### src/rtl/alu_pkg.sv
// Shared ALU definitions: control codes, flag bit positions, result entry layout
// and the per-operation flag sanitiser.
package alu_pkg;

    localparam logic [1:0] ALU_ADD = 2'b00;
    localparam logic [1:0] ALU_XOR = 2'b01;
    localparam logic [1:0] ALU_SUB = 2'b10;
    localparam logic [1:0] ALU_SLT = 2'b11;

    localparam int FLG_N = 3;
    localparam int FLG_Z = 2;
    localparam int FLG_C = 1;
    localparam int FLG_V = 0;

    localparam int ALU_DATA_W = 32;
    localparam int ALU_RD_W   = 5;

    typedef struct packed {
        logic [ALU_DATA_W-1:0] result;
        logic [3:0]            flags;
        logic [ALU_RD_W-1:0]   rd;
        logic                  wen;
    } alu_entry_t;

    // Carry and overflow only mean something for arithmetic ops.
    function automatic logic [3:0] sanitise_flags(
        input logic [1:0] ctrl,
        input logic       n,
        input logic       z,
        input logic       c,
        input logic       v
    );
        logic       keep_cv;
        logic [3:0] f;
        keep_cv  = (ctrl == ALU_ADD) || (ctrl == ALU_SUB);
        f        = '0;
        f[FLG_N] = n;
        f[FLG_Z] = z;
        f[FLG_C] = c & keep_cv;
        f[FLG_V] = v & keep_cv;
        return f;
    endfunction

endpackage

### src/rtl/alu_skid_buf.sv
// Generic 2-entry valid/ready skid buffer. in_ready is a pure flop output so
// there is no combinational path from out_ready back to the producer.
module alu_skid_buf #(
    parameter int W = 8
) (
    input  logic         clk,
    input  logic         rst_n,
    input  logic         in_valid,
    output logic         in_ready,
    input  logic [W-1:0] in_data,
    output logic         out_valid,
    input  logic         out_ready,
    output logic [W-1:0] out_data
);

    logic         main_valid_reg, main_valid_next;
    logic         skid_valid_reg, skid_valid_next;
    logic         ready_reg;
    logic [W-1:0] main_data_reg, main_data_next;
    logic [W-1:0] skid_data_reg, skid_data_next;
    logic         accept;
    logic         xfer;

    always_comb begin
        accept          = in_valid && ready_reg;
        xfer            = main_valid_reg && out_ready;
        main_valid_next = main_valid_reg;
        main_data_next  = main_data_reg;
        skid_valid_next = skid_valid_reg;
        skid_data_next  = skid_data_reg;
        if (!main_valid_reg || xfer) begin
            if (skid_valid_reg) begin
                main_valid_next = 1'b1;
                main_data_next  = skid_data_reg;
                skid_valid_next = accept;
                if (accept) skid_data_next = in_data;
            end else begin
                main_valid_next = accept;
                // Main keeps its last value when nothing new arrives.
                if (accept) main_data_next = in_data;
            end
        end else if (accept) begin
            skid_valid_next = 1'b1;
            skid_data_next  = in_data;
        end
    end

    always_ff @(posedge clk or negedge rst_n) begin
        if (!rst_n) begin
            main_valid_reg <= 1'b0;
            skid_valid_reg <= 1'b0;
            ready_reg      <= 1'b0;
            main_data_reg  <= '0;
            skid_data_reg  <= '0;
        end else begin
            main_valid_reg <= main_valid_next;
            skid_valid_reg <= skid_valid_next;
            ready_reg      <= !skid_valid_next;
            main_data_reg  <= main_data_next;
            skid_data_reg  <= skid_data_next;
        end
    end

    assign in_ready  = ready_reg;
    assign out_valid = main_valid_reg;
    assign out_data  = main_data_reg;

endmodule

### src/rtl/alu_result_stage.sv
// EX->MEM stage after the ALU: sanitises flags, decides writeback, buffers the
// entry through a skid buffer and tracks overflow events.
module alu_result_stage
    import alu_pkg::*;
#(
    parameter int DATA_W      = 32,
    parameter int RD_W        = 5,
    parameter int CNT_W       = 8,
    parameter bit TRAP_ON_OVF = 1'b1
) (
    input  logic              clk,
    input  logic              rst_n,
    input  logic              in_valid,
    output logic              in_ready,
    input  logic [DATA_W-1:0] in_result,
    input  logic              in_carry,
    input  logic              in_zero,
    input  logic              in_overflow,
    input  logic              in_negative,
    input  logic [1:0]        in_alu_ctrl,
    input  logic [RD_W-1:0]   in_rd,
    output logic              out_valid,
    input  logic              out_ready,
    output logic [DATA_W-1:0] out_result,
    output logic [3:0]        out_flags,
    output logic [RD_W-1:0]   out_rd,
    output logic              out_wen,
    input  logic              ovf_clr,
    output logic              ovf_sticky,
    output logic [CNT_W-1:0]  ovf_count
);

    // Same layout as alu_entry_t, sized by this instance's parameters.
    typedef struct packed {
        logic [DATA_W-1:0] result;
        logic [3:0]        flags;
        logic [RD_W-1:0]   rd;
        logic              wen;
    } entry_t;

    localparam int ENTRY_W = $bits(entry_t);
    localparam logic [CNT_W-1:0] CNT_MAX = {CNT_W{1'b1}};

    entry_t           in_entry;
    entry_t           out_entry;
    logic [3:0]       flags_san;
    logic             ovf_event;
    logic             ovf_accept;
    logic             sticky_reg;
    logic [CNT_W-1:0] count_reg;

    always_comb begin
        flags_san       = sanitise_flags(in_alu_ctrl, in_negative, in_zero,
                                         in_carry, in_overflow);
        ovf_event       = flags_san[FLG_V];
        in_entry.result = in_result;
        in_entry.flags  = flags_san;
        in_entry.rd     = in_rd;
        in_entry.wen    = (in_rd != '0) && !(TRAP_ON_OVF && ovf_event);
        ovf_accept      = in_valid && in_ready && ovf_event;
    end

    alu_skid_buf #(
        .W(ENTRY_W)
    ) u_skid (
        .clk      (clk),
        .rst_n    (rst_n),
        .in_valid (in_valid),
        .in_ready (in_ready),
        .in_data  (in_entry),
        .out_valid(out_valid),
        .out_ready(out_ready),
        .out_data (out_entry)
    );

    // Clear takes effect before a same-cycle event is counted.
    always_ff @(posedge clk or negedge rst_n) begin
        if (!rst_n) begin
            sticky_reg <= 1'b0;
            count_reg  <= '0;
        end else if (ovf_clr) begin
            sticky_reg <= ovf_accept;
            count_reg  <= ovf_accept ? CNT_W'(1) : '0;
        end else if (ovf_accept) begin
            sticky_reg <= 1'b1;
            if (count_reg != CNT_MAX) count_reg <= count_reg + CNT_W'(1);
        end
    end

    assign out_result = out_entry.result;
    assign out_flags  = out_entry.flags;
    assign out_rd     = out_entry.rd;
    assign out_wen    = out_entry.wen;
    assign ovf_sticky = sticky_reg;
    assign ovf_count  = count_reg;

endmodule

### config.mk
export PLATFORM = sky130hd
export DESIGN_NAME = alu_result_stage
export DESIGN_NICKNAME = d
export VERILOG_FILES = /design/src/rtl/alu_pkg.sv /design/src/rtl/alu_skid_buf.sv /design/src/rtl/alu_result_stage.sv
export SDC_FILE = /design/constraint.sdc
export NUM_CORES = 1
export LEC_CHECK = 0
export ABC_AREA = 1
export ABC_CLOCK_PERIOD_IN_PS = 1700
export CAP_MARGIN = 20
export CORE_MARGIN = 2
export CORE_UTILIZATION = 49
export DETAILED_ROUTE_END_ITERATION = 7
export PLACE_DENSITY = 0.79
export SYNTH_ARGS = -nofsm -noshare
export SYNTH_HDL_FRONTEND = slang
export SYNTH_SLANG_ARGS = --single-unit
### constraint.sdc
create_clock -name clk -period 1.7 [get_ports clk]
set_input_delay 0.17 -clock clk [delete_from_list [all_inputs] [get_ports clk]]
set_output_delay 0.17 -clock clk [all_outputs]
set_load 0.05 [all_outputs]
After elaboration in Yosys (flattened, before gate mapping)
Index checks and enable logic that the tools add are counted. W data, S select, Z words.

Word-level logic and storage cells: 44. Bits in read-only memories: 0. Bits in writable memories: 0. Bits in latches: 0. Bits in registers: 96. Output and inout bits: 53. Memories: 0.

Add/subtract/negate cells: 1. Order comparisons: 0. Shifts and indexed selects: 0. Multipliers: 0. Bitwise gates (word level): 2. Mux-type cells: 15. Reduce and logical (&&, ||, !) cells: 16. Div/mod/pow operators: 0. Equality and inequality tests: 3.

Operator list (number): $mux W42 (5); $mux W8 (3); $add A8 B1 Y8 const B (1); $ne A8 B8 Y1 const B (1); $mux W1 (7); $reduce_bool A2 Y1 (3); $reduce_bool A5 Y1 (1); $logic_and A1 B1 Y1 (4); $reduce_and A2 Y1 (2); $logic_not A1 Y1 (3); $and A1 B1 Y1 (2); $eq A2 B2 Y1 const B (1); $logic_not A2 Y1 (1); $logic_or A1 B1 Y1 (2); $ne A2 B1 Y1 const B (1).

Longest topological paths before layout
Gate-level depths: netlist of run 1.

Depth after elaboration: 8. Mapped depth: 9. Mapped depth without buffers: 7.

Cells and area by module
A second synthesis of run 1 with hierarchy kept.

Cell total of the unflattened synthesis: 591. Area, all modules: 4583.1 um2.

Modules (own cells, without submodules): alu_skid_buf (instances 1, sequential area each 2177.1 um2, cells an instance 512, area each 4016.4 um2); alu_result_stage (instances 1, sequential area each 225.2 um2, cells an instance 79, area each 566.8 um2).

Worst setup path before layout of run 1
No wires, ideal clock.

Path type: reg-to-reg. Start point: reg count_reg[1], in the netlist ovf_count[1]. End point: reg count_reg[2], in the netlist ovf_count[2]. Buffers on the path: 0. Data required time: 1.622 ns. Path slack: 0.019 ns. Stages on the path, launching flop included: 8. Setup time: 0.078 ns. Arrival: 1.604 ns. Cell sequence: dfrtp_1 -> ha_1 -> nand2_1 -> nor2_1 -> nand3_1 -> nand2_2 -> inv_1 -> a21oi_1.

Longest elaborated chain between the ends: 4. Elaborated cells on any way between the ends: 7. Classes of those cells: 1 x add/sub; 1 x eq/ne; 3 x mux; 2 x reduce/logical.

Ends and longest elaborated chain: from (decl) (line alu_result_stage.sv:50) `logic [CNT_W-1:0] count_reg;`; from (signal assigned) (line alu_result_stage.sv:83) `count_reg <= ovf_accept ? CNT_W'(1) : '0;`; from (signal assigned) (line alu_result_stage.sv:86) `if (count_reg != CNT_MAX) count_reg <= count_reg + CNT_W'(1);`; $add A8 B1 Y8 (line alu_result_stage.sv:86); $mux W8 (line alu_result_stage.sv:86); $mux W8 (line alu_result_stage.sv:84) `end else if (ovf_accept) begin`; $mux W8 (line alu_result_stage.sv:81) `end else if (ovf_clr) begin`.

Parallel ways exist; a longest one is shown, timed or not. The select of a mux whose other input is x is not followed. A chain may end at the register's enable or synchronous reset.

Final worst setup path of run 1
Start point: reg count_reg[1], in the netlist ovf_count[1]. End point: reg count_reg[4], in the netlist ovf_count[4].

The elaborated chain is that of the path after synthesis.

==> results of run 1 <==
[report_power, final]
group	switching (W)	internal [W]
Combinational	0.00396	0.00179
Clock	0.000792	0.000574
Sequential	0.000564	0.00332
Total	0.00531	0.00569
[area by class of cell]
class | instances | area, um^2 | share of cell area [%]
Clock buffer | 12 | 145 | 2.64
Sequential cell | 96 | 2400 | 43.7
Tap cell | 105 | 131 | 2.39
Clock inverter | 4 | 30.0 | 0.546
Timing Repair Buffer | 115 | 1150 | 20.9
Multi-Input combinational cell | 352 | 1560 | 28.3
Inverter | 21 | 81.3 | 1.48
[layout by cell type (no fill, tap or decap), types with 3 or more instances in the layout]
cell type	instances
sky130_fd_sc_hd__nand2_1	224
sky130_fd_sc_hd__dfrtp_1	94
sky130_fd_sc_hd__nor2_1	53
sky130_fd_sc_hd__clkdlybuf4s50_1	45
sky130_fd_sc_hd__a31oi_1	31
sky130_fd_sc_hd__dlygate4sd2_1	28
sky130_fd_sc_hd__buf_4	21
sky130_fd_sc_hd__inv_1	17
sky130_fd_sc_hd__dlymetal6s2s_1	15
sky130_fd_sc_hd__a21oi_1	10
sky130_fd_sc_hd__a31oi_2	10
sky130_fd_sc_hd__clkbuf_8	10
sky130_fd_sc_hd__nand3_1	8
sky130_fd_sc_hd__o21ai_0	7
sky130_fd_sc_hd__buf_12	5
sky130_fd_sc_hd__clkinvlp_4	4
sky130_fd_sc_hd__o21ai_1	3
[repair_timing]
| action | 4_1_cts | 5_1_grt |
|---|---|---|
| gates cloned | 0 | 0 |
| setup endpoints to repair | 28 | 18 |
| hold endpoints to repair | 31 | 0 |
| hold buffers | 1 | 0 |
| setup buffers | 0 | 0 |
| pin swaps | 0 | 0 |
| resized for setup | 28 | 18 |
[routing by layer]
layer,GRT usage (%),vias up,wire (um)
li1,-,1770,-
met1,28.0,1720,4210
met2,38.1,122,4750
met4,8.33,0,147
met3,4.23,13,589
met5,0,-,0
[worst max-delay path by stage]
stage | startpoint | end
global route | ovf_count[1] | ovf_count[4]
CTS | ovf_sticky | ovf_sticky
floorplan | ovf_count[1] | ovf_count[2]
global placement | in_overflow | ovf_count[4]
detailed placement | in_overflow | ovf_count[4]
finish | ovf_count[1] | ovf_count[4]
[through the flow]
stage / cells / instance area (um^2)
4_1_cts: 705 / 5460
3_3_place_gp: 688 / 5310
5_1_grt: 705 / 5500
6_report: 705 / 5500
2_1_floorplan: 495 / 4170
3_5_place_dp: 688 / 5310
[logic make-up after synthesis]
logic type      synth area share [%]
simple gates                    26.4
flops                           57.6
compound gates                  10.3
buf+inv                         5.37
fa+ha+maj                      0.300
==> flow_results.org, run 1 <==
** Global routing
- The number of global-route vias before repair came to 3513.
- Global routing finished with a remaining overflow of 0.
- Number of antenna violations at the first check in global routing :: 0
- Entering global routing, the biggest net connects just under 50 pins.
- The first global-routing pass estimated 15900 um of wire.
- Across every metal layer, demand over resource in global routing totals between 20% and 30%.

** Critical path
- Broken down by cell family, the worst path's largest delay share belongs to simple AND/OR/NAND/NOR gates.
- Crit Path Class :: flip-flop to flip-flop
- Counting buffers and inverters, the worst setup path is 7 cells deep.
- Counting both buffers and inverters, the worst setup path holds a total of 1.
- STA classifies the critical path startpoint as a flip-flop.
- Arrival @ worst endpoint :: about 1.8 ns
- STA classifies the critical path endpoint as a flip-flop.
- Worst reg-to-reg setup slack :: around 0.14 ns
- In this run the critical register-to-register path is launched from ovf_count[1].
- Cells traversed along the worst timing path :: ha_1 > nand2_1 > nor2_2 > nand3_1 > nand2_4 > inv_1 > a21oi_1
- STA puts the critical path data required time at about 2.0 ns.
- The worst register-to-register path ends at ovf_count[4].
- In this design, the stage delay of the slowest critical-path cell is ~0.44 ns.
- Cell type of the slowest stage on the worst timing path :: sky130_fd_sc_hd__dfrtp_1
- Number of cell instances on the worst register-to-register path :: 7
- Along the worst path, the maximum fanout reaches 10.

** STA
- Headroom to the max-slew limit came out at around two thirds.
- For the final database, setup skew stands at ~0.013 ns.
- The count of pins over their slew limit is 0.
- Period utilisation layout :: 91.8%
- Setup violations remaining at the end of the flow were counted as 0.
- Final hold analysis gives a worst-case slack of 0.282 ns.
- Setup repair after global routing left no endpoint under its margin.
- Final critical delay including setup and external delays :: roughly 1.6 ns
- Adding up every negative setup slack in the final design gives 0 ns.
- Hold violation count in the final report :: 0
- For this run, the top clock speed supported by timing is ~640 MHz.
- Transition time at the pin with the least slew margin :: ~0.5 ns
- Setup slack closes at 0.140 ns.

** Cells and area
- Fin util :: between 60% and 70%
- Share of post-route cells with drive strength above 1 :: under 10%
- Layout-stage area growth over the synthesis result :: 32.0%
- Counting the fill cells in the layout gives between 700 and 800.
- The repair_antennas step left the layout with diodes totalling 0.
- In the final design database the tool counted around 640 nets.

** Synth
- Yosys reg bits :: 96
- Most common cell in the synthesized netlist :: sky130_fd_sc_hd__nand2_1
- Cell variety after synth :: 21
- Synth Net Count :: 544
- Area share of the leading cell type in the synthesized netlist :: about 58%
- Synth Area per Inst :: 8.42 um^2
- Proportion of synthesized chip area in sequential cells :: between 50% and 60%
- Biggest area consumer among synthesized cells :: sky130_fd_sc_hd__dfrtp_1
- Most frequent cells after synthesis :: sky130_fd_sc_hd__nand2_1 (224), sky130_fd_sc_hd__dfrtp_1 (96), sky130_fd_sc_hd__nor2_1 (54)
- Cell types with the largest area share after synthesis :: sky130_fd_sc_hd__dfrtp_1 (58%), sky130_fd_sc_hd__nand2_1 (20%), sky130_fd_sc_hd__nor2_1 (4.9%)
- Instance count of the mapped netlist :: 495
- In this run the cell area of the synthesized design comes to roughly 4200 um^2.
- Yosys mapped a number of flops with a built-in enable equal to 0.
- During synthesis, Yosys emitted a total of 0 warnings.
- Of all flip-flops after synthesis, the portion carrying an async set or reset was 100%.
- Most used DFF post-synth :: sky130_fd_sc_hd__dfrtp_1

** Clock network
- Buffer depth of the longest clock path :: 2
- TritonCTS built the clock tree.
- Clock latency of the later-clocked register in the worst-skew pair :: 0.36 ns
- CTS clk-pin slew, worst paths :: approximately 0.1 ns
- Root Buffer :: sky130_fd_sc_hd__clkbuf_8
- CTS saw 96 sinks.
- Number of H-tree levels :: 3
- CTS buffer count :: 9

** Routing
- The count of nets left with antenna violations once routing finished came out at 0.
- For this run, design rule violations remaining after detail routing come to 0.
- Vias per std cell :: 5.14
- Router iterations before antenna repair :: 4
- First DRT Iteration DRCs :: around 280
- Via count :: 3625
- Drt total wl :: about 9700 um
- DR WL/cell :: approximately 14 um

** Placed design
- The congestion estimate from routability-driven global placement came to slightly above 0.8.
- After legalization and detailed placement, the total HPWL measured between 6000 and 7000 um.
- Port Buffer Count :: a little under 100
- Placement-stage worst setup slack :: ~0.014 ns

** Floorplanning
- between 100 and 150 I/O pins were placed.
- Core region area :: between 8000 and 9000 um^2
- Area of the die :: around 9000 um^2
- Die outline height :: between 90 and 100 um
- The initial utilization of the core area, before any placement, comes to about half.
- Floorplan die width :: around 96 um
- Std cell rows :: 33

** Pwr
- Pwr/cell area :: between 1500 and 2000 nW/um^2
- The completed layout was analyzed and its total power is ~0.011 W.
- Maximum ir drop on the vdd rail :: between 1 and 1.5 mV
- The analysis attributes to cell leakage a power of approximately 2.7 nW.

** Job
- Total of max-cap violations :: 0

** Outcome
- The flow ran to the end, and the final reports show no timing, DRC or antenna violations.

** Worst hold path
- Worst min-delay path category :: primary input to asynchronous set/reset pin
(Power assumes the default switching activity.)
==> run 2: changes to the inputs <==
Settings changed: MAX_ROUTING_LAYER from default to met4.
==> flow_results.org, run 2 (synthesis results as in run 1) <==
** Routing
- The number of violations reported at the end of detailed-routing iteration 0 was 271 (was 283).
- DR WL/cell :: 13.8 um (about the same)
- Via count :: 3626 (was 3625)
- The first-pass iteration count of the detailed router is 4 (unchanged).
- Post-detailed-route count of antenna-violating nets :: 0 (unchanged)
- DRC violation count after routing :: 0 (unchanged)
- The final wirelength is 9750 um (was 9700 um).
- Vias per std cell :: 5.14 (about the same)

** STA
- Unrepaired setup endpoints after global routing: false (unchanged).
- Fin worst setup slack :: 0.142 ns (was 0.140 ns)
- Maximum achievable frequency :: 642 MHz (was 641 MHz)
- The number of endpoints with negative hold slack in the final report is 0 (unchanged).
- The setup total negative slack came to 0 ns (unchanged).
- The actual slew at the worst max-slew pin is 0.508 ns (about the same).
- Final critical delay including setup and external delays :: 1.56 ns (about the same)
- The final setup skew came to 0.0136 ns (was 0.0134 ns).
- Count of pins over their slew limit :: 0 (unchanged)
- Period utilisation layout :: 91.6% (was 91.8%)
- The worst slew margin relative to its limit was 66.1% (about the same).
- The count of final setup violators is 0 (unchanged).

** Job
- The count of max-cap constraint violations is 0 (unchanged).

** Cells and area
- The area added between synthesis and finish came to 32.0% (unchanged).
- The number of filler cells placed in the layout is 712 (unchanged).
- The most frequent standard cell in the layout excluding fill and tap cells was sky130_fd_sc_hd__nand2_1 (unchanged).
- Share of post-route cells with drive strength above 1 :: 9.83% (unchanged)
- Commonest cells after routing, fill and taps aside :: sky130_fd_sc_hd__nand2_1 (224), sky130_fd_sc_hd__dfrtp_1 (94), sky130_fd_sc_hd__nor2_1 (53), sky130_fd_sc_hd__clkdlybuf4s50_1 (45), sky130_fd_sc_hd__a31oi_1 (31) (unchanged)
- Fin util :: 67.0% (unchanged)
- The antenna diode count was 0 (unchanged).
- The layout net count is 644 (unchanged).

** Global routing
- Total global-route track usage :: 22.9% (was 22.3%)
- Vias in the first global route :: 3514 (was 3513)
- Grt ovf :: 0 (unchanged)
- Number of antenna violations at the first check in global routing :: 0 (unchanged)
- The global-route wire length before repair is 15900 um (about the same).
- Pin count of the biggest net entering global routing :: 49 (unchanged)

** Clock network
- Root Buffer :: sky130_fd_sc_hd__clkbuf_8 (unchanged)
- The clock latency at the later pin of the worst-skew pair is 0.36 ns (about the same).
- The clock buffer count from CTS was 9 (unchanged).
- The maximum clock insertion buffer count was 2 (unchanged).
- The number of setup buffers added after CTS is 0 (unchanged).
- TritonCTS sink count :: 96 (unchanged)
- The clock-pin slew reported for the worst setup and hold paths after clock tree synthesis came to 0.10 ns (about the same).
- Clock tree from TritonCTS :: built (unchanged)
- Number of H-tree levels :: 3 (unchanged)

** Critical path
- Arrival @ worst endpoint :: 1.84 ns (about the same)
- Number of cell instances on the worst register-to-register path :: 7 (unchanged)
- Crit Path Class :: flip-flop to flip-flop (unchanged)
- Crit end category :: flip-flop (unchanged)
- The type of element launching the critical path is a flip-flop (unchanged).
- The top fanout value on the critical path was 10 (unchanged).
- The worst endpoint required time was 1.98 ns (about the same).

** Placed design
- GP Congestion :: 0.830 (was 0.817)
- Placement-stage worst setup slack :: 0.0137 ns (unchanged)
- Post-detail-place hpwl :: 6730 um (unchanged)
- Port Buffer Count :: 99 (unchanged)

** Floorplanning
- Std cell rows :: 33 (unchanged)
- The initial standard-cell utilization of the core was 50.7% (unchanged).
- The chip height is 96.2 um (unchanged).
- Area of the die :: 9260 um^2 (unchanged)
- Core region area :: 8220 um^2 (unchanged)
- Top-level I/O count :: 101 (unchanged)
- Floorplan die width :: 96.2 um (unchanged)

** Pwr
- The leakage power total is 2.72 nW (unchanged).
- The worst IR drop on VDD was 1.32 mV (about the same).
- Pwr/cell area :: 2000 nW/um^2 (about the same)

** Worst hold path
- Worst min-delay path category :: primary input to asynchronous set/reset pin (unchanged)

** Outcome
- Run status: completed (unchanged).
-- run 2: cell counts in the layout (fill, tap and decap cells not counted) --
Identical to the previous run, type by type.
-- run 2: layout make-up --
cell class | count | area [um^2] | share of cell area [%]
Sequential cell | 96 | 2400 | 43.7
Multi-Input combinational cell | 352 | 1560 | 28.3
Timing Repair Buffer | 115 | 1150 | 20.9
Clock buffer | 12 | 145 | 2.64
Tap cell | 105 | 131 | 2.39
Inverter | 21 | 81.3 | 1.48
Clock inverter | 4 | 30.0 | 0.546
-- run 2: what timing repair did --
action,4_1_cts,5_1_grt
endpoints found under the setup margin,28,18
hold buffers,1,0
cloned,0,0
hold endpoints to repair,31,0
gates resized for setup,28,18
-- run 2: worst max-delay path, stage by stage, from the launching register on --
cell	delay (ns)
sky130_fd_sc_hd__dfrtp_1	0.44
sky130_fd_sc_hd__ha_1	0.21
sky130_fd_sc_hd__nand2_1	0.10
sky130_fd_sc_hd__nor2_2	0.18
sky130_fd_sc_hd__nand3_1	0.18
sky130_fd_sc_hd__nand2_4	0.16
sky130_fd_sc_hd__inv_1	0.08
sky130_fd_sc_hd__a21oi_1	0.13
-- run 2: metal layers --
layer | up-vias | GRT usage (%) | wire length [um]
met4 | 0 | 8.33 | 141
li1 | 1768 | - | -
met1 | 1722 | 27.9 | 4280
met5 | - | - | 0
met3 | 14 | 4.23 | 632
met2 | 122 | 38.1 | 4700
-- run 2: path summary, 6_finish.rpt --
path,from,end,slack (ns)
setup / recovery,ovf_count[1],ovf_count[4],0.14
hold / removal,rst_n,u_skid.out_data[36],0.28
setup reg to reg,ovf_count[1],ovf_count[4],0.14
hold reg to reg,u_skid.skid_data_reg[32],u_skid.skid_data_reg[32],0.48
max in group asynchronous,rst_n,u_skid.skid_valid_reg,0.78
min in group clk,in_result[15],u_skid.skid_data_reg[25],0.37
-- run 2: power by group --
part,internal [W],switching [W],total (W)
clock network,0.000574,0.000791,0.00136
logic,0.00179,0.00396,0.00575
registers,0.00332,0.000567,0.00389
total,0.00569,0.00532,0.0110
-- run 2: metrics by stage --
step	cells	hold WS (ns)	total power [W]	cell area, um^2
detailed placement	688	0.144	0.00998	5310
floorplan	495	-0.126	0.00796	4170
finish	705	0.282	0.0110	5500
CTS	705	0.298	0.0111	5460
global route	705	0.330	0.0117	5500
global placement	688	0.138	0.00979	5310
